`src/rtl/keypad_pkg.sv`:
```
// keypad_pkg: shared constants, key index-to-code mapping and scan FSM states
// for the keypad scanner slice.
package keypad_pkg;

  localparam logic [3:0] KEY_IDLE  = 4'hE;
  localparam logic [3:0] KEY_RESET = 4'hF;

  typedef enum logic {
    S_DRIVE,
    S_EVAL
  } scan_state_t;

  // Key index is row*4 + col on the physical matrix:
  //   1 2 3 A / 4 5 6 B / 7 8 9 C / * 0 # D
  function automatic logic [3:0] key_code(input logic [3:0] idx);
    logic [3:0] code;
    case (idx)
      4'd0:    code = 4'd1;
      4'd1:    code = 4'd2;
      4'd2:    code = 4'd3;
      4'd3:    code = 4'hA;
      4'd4:    code = 4'd4;
      4'd5:    code = 4'd5;
      4'd6:    code = 4'd6;
      4'd7:    code = 4'hB;
      4'd8:    code = 4'd7;
      4'd9:    code = 4'd8;
      4'd10:   code = 4'd9;
      4'd11:   code = 4'hC;
      4'd12:   code = KEY_IDLE;
      4'd13:   code = 4'd0;
      4'd14:   code = KEY_RESET;
      default: code = 4'hD;
    endcase
    return code;
  endfunction

endpackage

```
`src/rtl/keypad_scanner_if.sv`:
```
// keypad_scanner_if: the keyPress interface between the scanner (master)
// and the game controller (slave).
interface keypad_scanner_if;
  logic [3:0] keyPress;
  logic       key_valid;
  logic       key_strobe;

  modport master (output keyPress, output key_valid, output key_strobe);
  modport slave  (input  keyPress, input  key_valid, input  key_strobe);
endinterface

```
`src/rtl/keypad_debounce.sv`:
```
// keypad_debounce: commits a scan candidate once it has been seen on
// DEBOUNCE_SCANS consecutive scans. Optional auto-repeat strobes are built
// when KEYPAD_AUTOREPEAT_EN is defined.
module keypad_debounce
  import keypad_pkg::*;
#(
  parameter int unsigned DEBOUNCE_SCANS = 4
`ifdef KEYPAD_AUTOREPEAT_EN
  , parameter int unsigned REPEAT_SCANS = 200
`endif
) (
  input  logic       clk,
  input  logic       reset,
  input  logic       eval,
  input  logic       cand_valid,
  input  logic [3:0] cand_idx,
  output logic [3:0] code,
  output logic       valid,
  output logic       strobe
);

  localparam int unsigned SW = $clog2(DEBOUNCE_SCANS + 1);

  logic [SW-1:0] stable, stable_n;
  logic          prev_v;
  logic [3:0]    prev_i;
  logic          com_v;
  logic [3:0]    com_i;
  logic          same, differs, commit, rep_fire;

  // Next stable count and the commit decision for the scan being evaluated.
  always_comb begin
    same    = (cand_valid == prev_v) && (!cand_valid || (cand_idx == prev_i));
    differs = (cand_valid != com_v) || (cand_valid && (cand_idx != com_i));
    if (!same)
      stable_n = SW'(1);
    else if (stable == SW'(DEBOUNCE_SCANS))
      stable_n = stable;
    else
      stable_n = stable + SW'(1);
    commit = eval && (stable_n == SW'(DEBOUNCE_SCANS)) && differs;
  end

`ifdef KEYPAD_AUTOREPEAT_EN
  localparam int unsigned RW = (REPEAT_SCANS > 1) ? $clog2(REPEAT_SCANS) : 1;
  logic [RW-1:0] rep;

  assign rep_fire = eval && !commit && com_v && (rep == RW'(REPEAT_SCANS - 1));

  // Count evaluated scans while a real key stays committed.
  always_ff @(posedge clk or negedge reset) begin
    if (!reset)
      rep <= '0;
    else if (eval) begin
      if (commit || rep_fire || !com_v)
        rep <= '0;
      else
        rep <= rep + RW'(1);
    end
  end
`else
  assign rep_fire = 1'b0;
`endif

  // Candidate history, committed key and registered outputs.
  always_ff @(posedge clk or negedge reset) begin
    if (!reset) begin
      stable <= '0;
      prev_v <= 1'b0;
      prev_i <= '0;
      com_v  <= 1'b0;
      com_i  <= '0;
      code   <= KEY_IDLE;
      valid  <= 1'b0;
      strobe <= 1'b0;
    end else begin
      strobe <= rep_fire;
      if (eval) begin
        prev_v <= cand_valid;
        prev_i <= cand_idx;
        stable <= stable_n;
        if (commit) begin
          com_v  <= cand_valid;
          com_i  <= cand_idx;
          code   <= cand_valid ? key_code(cand_idx) : KEY_IDLE;
          valid  <= cand_valid;
          strobe <= cand_valid;
        end
      end
    end
  end

endmodule

```
`src/rtl/keypad_scanner.sv`:
```
// keypad_scanner: scans a 4x4 active-low key matrix one column at a time,
// snapshots the pressed keys and hands a single-key candidate to the
// debouncer once per scan. Auto-repeat is built with KEYPAD_AUTOREPEAT_EN.
module keypad_scanner
  import keypad_pkg::*;
#(
  parameter int unsigned SCAN_DIV       = 50000,
  parameter int unsigned DEBOUNCE_SCANS = 4
`ifdef KEYPAD_AUTOREPEAT_EN
  , parameter int unsigned REPEAT_SCANS = 200
`endif
) (
  input  logic                      clk,
  input  logic                      reset,
  input  logic [3:0]                row,
  output logic [3:0]                col,
  keypad_scanner_if.master          kp
);

  localparam int unsigned DW = $clog2(SCAN_DIV);

  logic [3:0]    row_meta, row_sync;
  scan_state_t   state;
  logic [1:0]    c;
  logic [DW-1:0] div;
  logic [15:0]   snap;
  logic [4:0]    ones;
  logic [3:0]    idx;
  logic          cand_valid;

  // Two-flop synchronizer for the asynchronous row inputs.
  always_ff @(posedge clk or negedge reset) begin
    if (!reset) begin
      row_meta <= '1;
      row_sync <= '1;
    end else begin
      row_meta <= row;
      row_sync <= row_meta;
    end
  end

  // Column drive FSM: sample rows on the last cycle of each column.
  always_ff @(posedge clk or negedge reset) begin
    if (!reset) begin
      state <= S_DRIVE;
      c     <= '0;
      div   <= '0;
      snap  <= '0;
      col   <= 4'b1110;
    end else begin
      case (state)
        S_DRIVE: begin
          if (div == DW'(SCAN_DIV - 1)) begin
            for (int unsigned r = 0; r < 4; r++)
              snap[{r[1:0], c}] <= ~row_sync[r];
            div <= '0;
            if (c == 2'd3) begin
              state <= S_EVAL;
              c     <= '0;
              col   <= 4'b1111;
            end else begin
              c   <= c + 2'd1;
              col <= ~(4'b0001 << (c + 2'd1));
            end
          end else begin
            div <= div + DW'(1);
          end
        end
        S_EVAL: begin
          state <= S_DRIVE;
          col   <= 4'b1110;
        end
        default: begin
          state <= S_DRIVE;
          col   <= 4'b1110;
        end
      endcase
    end
  end

  // Exactly one pressed key forms a candidate; '*' is folded into "none"
  // here since it reports the idle code and must never raise key_valid.
  always_comb begin
    ones = '0;
    idx  = '0;
    for (int unsigned i = 0; i < 16; i++) begin
      if (snap[i]) begin
        ones = ones + 5'd1;
        idx  = i[3:0];
      end
    end
    cand_valid = (ones == 5'd1) && !snap[12];
  end

  keypad_debounce #(
    .DEBOUNCE_SCANS (DEBOUNCE_SCANS)
`ifdef KEYPAD_AUTOREPEAT_EN
    , .REPEAT_SCANS (REPEAT_SCANS)
`endif
  ) u_debounce (
    .clk        (clk),
    .reset      (reset),
    .eval       (state == S_EVAL),
    .cand_valid (cand_valid),
    .cand_idx   (idx),
    .code       (kp.keyPress),
    .valid      (kp.key_valid),
    .strobe     (kp.key_strobe)
  );

endmodule
```
`src/flat_wrapper.sv`:
```
// flat-port wrapper written by rule: the top's interface ports become plain ports
module keypad_scanner_flat import keypad_pkg::*;
#(
  parameter int unsigned SCAN_DIV       = 50000,
  parameter int unsigned DEBOUNCE_SCANS = 4

)
  (clk, reset, row, col, kp_keyPress, kp_key_valid, kp_key_strobe);
  keypad_scanner_if kp_i ();
  input  logic clk;
  input  logic reset;
  input  logic [3:0] row;
  output logic [3:0] col;
  output wire logic [$bits(kp_i.keyPress)-1:0] kp_keyPress;
  output wire logic [$bits(kp_i.key_valid)-1:0] kp_key_valid;
  output wire logic [$bits(kp_i.key_strobe)-1:0] kp_key_strobe;
  assign kp_keyPress = kp_i.keyPress;
  assign kp_key_valid = kp_i.key_valid;
  assign kp_key_strobe = kp_i.key_strobe;
  keypad_scanner #(.SCAN_DIV(SCAN_DIV), .DEBOUNCE_SCANS(DEBOUNCE_SCANS)) u_core (.clk(clk), .reset(reset), .row(row), .col(col), .kp(kp_i));
endmodule
```
`config.mk`:
```
export PLATFORM = sky130hd
export DESIGN_NAME = keypad_scanner_flat
export DESIGN_NICKNAME = d
export VERILOG_FILES = /design/src/rtl/keypad_pkg.sv /design/src/rtl/keypad_scanner_if.sv /design/src/rtl/keypad_debounce.sv /design/src/rtl/keypad_scanner.sv /design/src/flat_wrapper.sv
export SDC_FILE = /design/constraint.sdc
export NUM_CORES = 1
export LEC_CHECK = 0
export BUFFER_PORTS_ARGS = -buffer_cell sky130_fd_sc_hd__buf_2
export CAP_MARGIN = 15
export CORE_MARGIN = 8
export CORE_UTILIZATION = 40
export CTS_CLUSTER_SIZE = 14
export DETAILED_ROUTE_END_ITERATION = 6
export PLACE_DENSITY = 0.58
export SETUP_SLACK_MARGIN = 0.3
export SLEW_MARGIN = 30
export SYNTH_ARGS = -nofsm -noshare
export SYNTH_HDL_FRONTEND = slang
export SYNTH_SLANG_ARGS = --single-unit
```
`constraint.sdc`:
```
create_clock -name clk -period 10.65 [get_ports clk]
set_clock_uncertainty 0.1 [all_clocks]
set_input_delay 1.065 -clock clk [delete_from_list [all_inputs] [get_ports clk]]
set_output_delay 1.065 -clock clk [all_outputs]
set_load 0.01 [all_outputs]
```
==> results.yml <==
worst_setup_path:
  arrival_ns: 10.06
  cp_common_cell: "ha_1"
  reg2reg_from: "u_core.snap[0]"
  cp-endpoint: "u_core.u_debounce.com_i[2]"
  cp_data_required_time_ns: 10.76
  crit_fanout: 7
  startpoint: "u_core.snap[0]"
  critical_path_class: "flip-flop to flip-flop"
  slowest_delay_ns: 0.49
  critPathLaunchType: "flip-flop"
  reg2reg_depth: 45
  rrSetupSlack_ns: 0.69
  critPathCaptureType: "flip-flop"
  crit_slowest_cell: "or4_4"
  r2r-end: "u_core.u_debounce.com_i[2]"
routing:
  vias: 3580
  drt_pass1_iterations: 5
  wirelength_mm: 9.69
  drcViolationCount: 0
  avgRoutedWirePerCell_um: 14.2
  drtIter0Drc: 247
  via_per_inst: 5.26
  ant_nets: 0
placement:
  portBuffers: 15
  place_ws_ns: -0.0432
  routabilityCongestion: 0.798
  postPlaceCellArea_um2: 4960
  dpl.hpwl_mm: 7.03
timing:
  tightest_slew_ns: 0.884
  finalCritPeriodShare_pct: 93.5
  setup_viol: 0
  hold_viol: 0
  min_period_ns: 9.96
  max_freq_mhz: 100
  maxSlewHeadroom_pct: 40.6
  rsz0062_at_grt: "no"
  drv_slew: 0
  fin_ws_ns: 0.692
clock_network:
  root_buffer: "clkbuf_16"
  htree_levels: 3
  cts_tree: "done"
  path_clk_slew_ns: 0.06
  clock-sinks: 65
  cts_made_buffers: 9
  holdBufCountCts: 0
  clk_path_buf_depth: 2
  clkLatencyLatePin_ns: 0.33
finish:
  nFillCells: 1137
  antennaDiodeCount: 0
  drive_above_1_share_pct: 23.6
  fin_area_um2: 5520
  nNetsFinal: 561
  area.growth.synth_to_final_pct: 14.2
  fin_util_pct: 46.3
synth:
  syn_area_um2: 4830
  synth_fa_ha_area_share_pct: 6.94
  yosysTopAreaCellShare_pct: 26.4
  async_flop_share_pct: 100
  synthFlopType: "dfrtp_1"
  ys_seq_area_share_pct: 34.1
  synthMuxAreaShare_pct: 7.02
  synth_top_family_by_area: "simple AND/OR/NAND/NOR gates"
  synthSimpleGateAreaFrac_pct: 19.8
  synth_cell_types: 73
  ys_seq_elements: 65
  synth.area.top_cells: "dfrtp_1, dfstp_2, ha_1"
  netlist_top_cells_count: "nand2_1, dfrtp_1, nor2_1, o21ai_0, xnor2_1"
  yosysTopAreaCell: "dfrtp_1"
  syn_inst: 510
  synth.most_common_cell: "nand2_1"
  syn-num-nets: 542
  avgSynthCellArea_um2: 9.47
  synth_xor_area_share_pct: 15.9
  yosys_warnings: 0
  synth_edf_count: 0
  synth_compound_area_share_pct: 12.1
floorplan:
  start_util_pct: 40.5
  rows: 40
  die_w_um: 126
  die_h_um: 126
  coreArea_um2: 11900
  die_area_um2: 15800
  io_pins: 16
outcome:
  outcome: "complete, no violations"
grt:
  grt_use_met3_pct: 3.04
  top_usage_layer: "met2"
  grt_pass1_wl_mm: 16.5
  gr-usage-all-layers_pct: 12.4
  antenna_found_initial: 0
  grt.met2_usage_pct: 20.4
  grt_max_degree: 66
  overflow: 0
  use_met1_pct: 15.9
  grt_pass1_vias: 3502
flow_run:
  maxCapViolCount: 0
pwr:
  power_density_nw_per_um2: 102
  peakVddDrop_mv: 0.0859
  p_leak_uw: 0.00242
min_path:
  hp-class: "flip-flop to flip-flop"
## timing repair
item                                    in CTS  in global routing
setup buffers                                5                  7
pin swaps                                    1                 10
gates resized for setup                      5                 26
endpoints found under the setup margin      12                 14
endpoints found under the hold margin        0                  0
## cells by family (layout without fill, tap and decap cells)
group                      count (synthesis)  after routing
AOI/OAI and AO/OA                         93             93
xor gates and xnor gates                  63             63
adders and majority gates                 27             27
buffers and inverters                     39             63
DFF                                       65             65
muxes                                     27             27
and+or+nand+nor                          196            196
## sequential cells by signal (all words and copies together), names as in the netlist
name	cells
u_core.u_debounce.stable	3
u_core.row_sync	4
u_core.u_debounce.com_i	4
u_core.col	4
u_core.u_debounce.strobe	1
u_core.state	1
u_core.u_debounce.com_v	1
u_core.div	16
u_core.u_debounce.prev_i	4
u_core.snap	16
u_core.row_meta	4
u_core.u_debounce.prev_v	1
u_core.c	2
u_core.u_debounce.code	4
## per-layer routing
| metal | up-vias | part of all wire (%) |
|---|---|---|
| li1 | 1823 | - |
| met2 | 54 | 48 |
| met5 | - | 0 |
| met3 | 8 | 3.3 |
| met4 | 0 | 0.77 |
| met1 | 1695 | 48 |
## cell usage in the layout (no fill, tap or decap), types with 3 or more instances in the layout
| cell type | n |
|---|---|
| buf_2 | 15 |
| inv_1 | 17 |
| o31ai_1 | 4 |
| buf_4 | 11 |
| or3b_2 | 3 |
| ha_1 | 22 |
| mux2i_1 | 8 |
| mux2_4 | 10 |
| a21oi_1 | 18 |
| nand3_1 | 17 |
| nor2b_1 | 5 |
| nand2_1 | 76 |
| nor4b_1 | 3 |
| a21boi_0 | 3 |
| nor4_1 | 4 |
| nor3_1 | 6 |
| xnor2_4 | 5 |
| nand4_1 | 6 |
| or2_2 | 3 |
| dfrtp_1 | 50 |
| mux2_2 | 8 |
| clkbuf_16 | 11 |
| and3_1 | 3 |
| o22ai_1 | 4 |
| nand2_2 | 4 |
| a41oi_1 | 3 |
| o32ai_1 | 3 |
| ha_4 | 3 |
| o21ai_0 | 33 |
| xnor2_1 | 33 |
| nor2_1 | 37 |
| xor2_1 | 16 |
| o211ai_1 | 3 |
| dfstp_2 | 14 |
| and2_1 | 4 |
## report_power, final
group	switching (uW)	leakage [uW]	internal (uW)	total (uW)
clock network	116	0.000161	191	307
logic	4.71	0.00142	0.866	5.58
registers	0.915	0.000843	250	251
## cell type report
| class | instances | area (um^2) | area share (%) |
|---|---|---|---|
| clock inverter | 5 | 46.3 | 0.839 |
| tap | 147 | 184 | 3.33 |
| inverter | 19 | 71.3 | 1.29 |
| multi-input combinational | 406 | 3110 | 56.4 |
| clock buffer | 11 | 275 | 4.99 |
| timing repair buffer | 28 | 180 | 3.27 |
| sequential | 65 | 1650 | 29.8 |
## worst min-delay path by stage
stage | startpoint | slack, ns | end | cells after the start
6_report | u_core.row_meta[0] | 0.25 | u_core.row_sync[0] | 0
3_5_place_dp | u_core.row_meta[0] | 0.25 | u_core.row_sync[0] | 0
3_3_place_gp | u_core.row_meta[0] | 0.25 | u_core.row_sync[0] | 0
2_1_floorplan | u_core.row_meta[0] | 0.25 | u_core.row_sync[0] | 0
4_1_cts | u_core.row_meta[0] | 0.26 | u_core.row_sync[0] | 0
5_1_grt | u_core.row_meta[2] | 0.26 | u_core.row_sync[2] | 0
## critical path, delay by kind of cell, from the launching register on
kind                     cells  cell delay (ns)
flip-flops                   1             0.40
AO/OA/AOI/OAI                8             0.97
AND/OR/NAND/NOR             12             1.75
XOR/XNOR                     1             0.16
multiplexers                 8             2.18
buffers and inverters        2             0.24
adder cells (fa/ha/maj)     14             4.00
## stage by stage
stage	total power [uW]	TNS, ns	hold slack, ns	std cells
finish	563	0	0.255	681
global route	587	0	0.260	681
CTS	574	0	0.256	674
detailed placement	261	-0.199	0.247	653
global placement	261	0	0.246	653
floorplan	255	0	0.245	510
No activity file was read; power rests on OpenSTA's default activity.
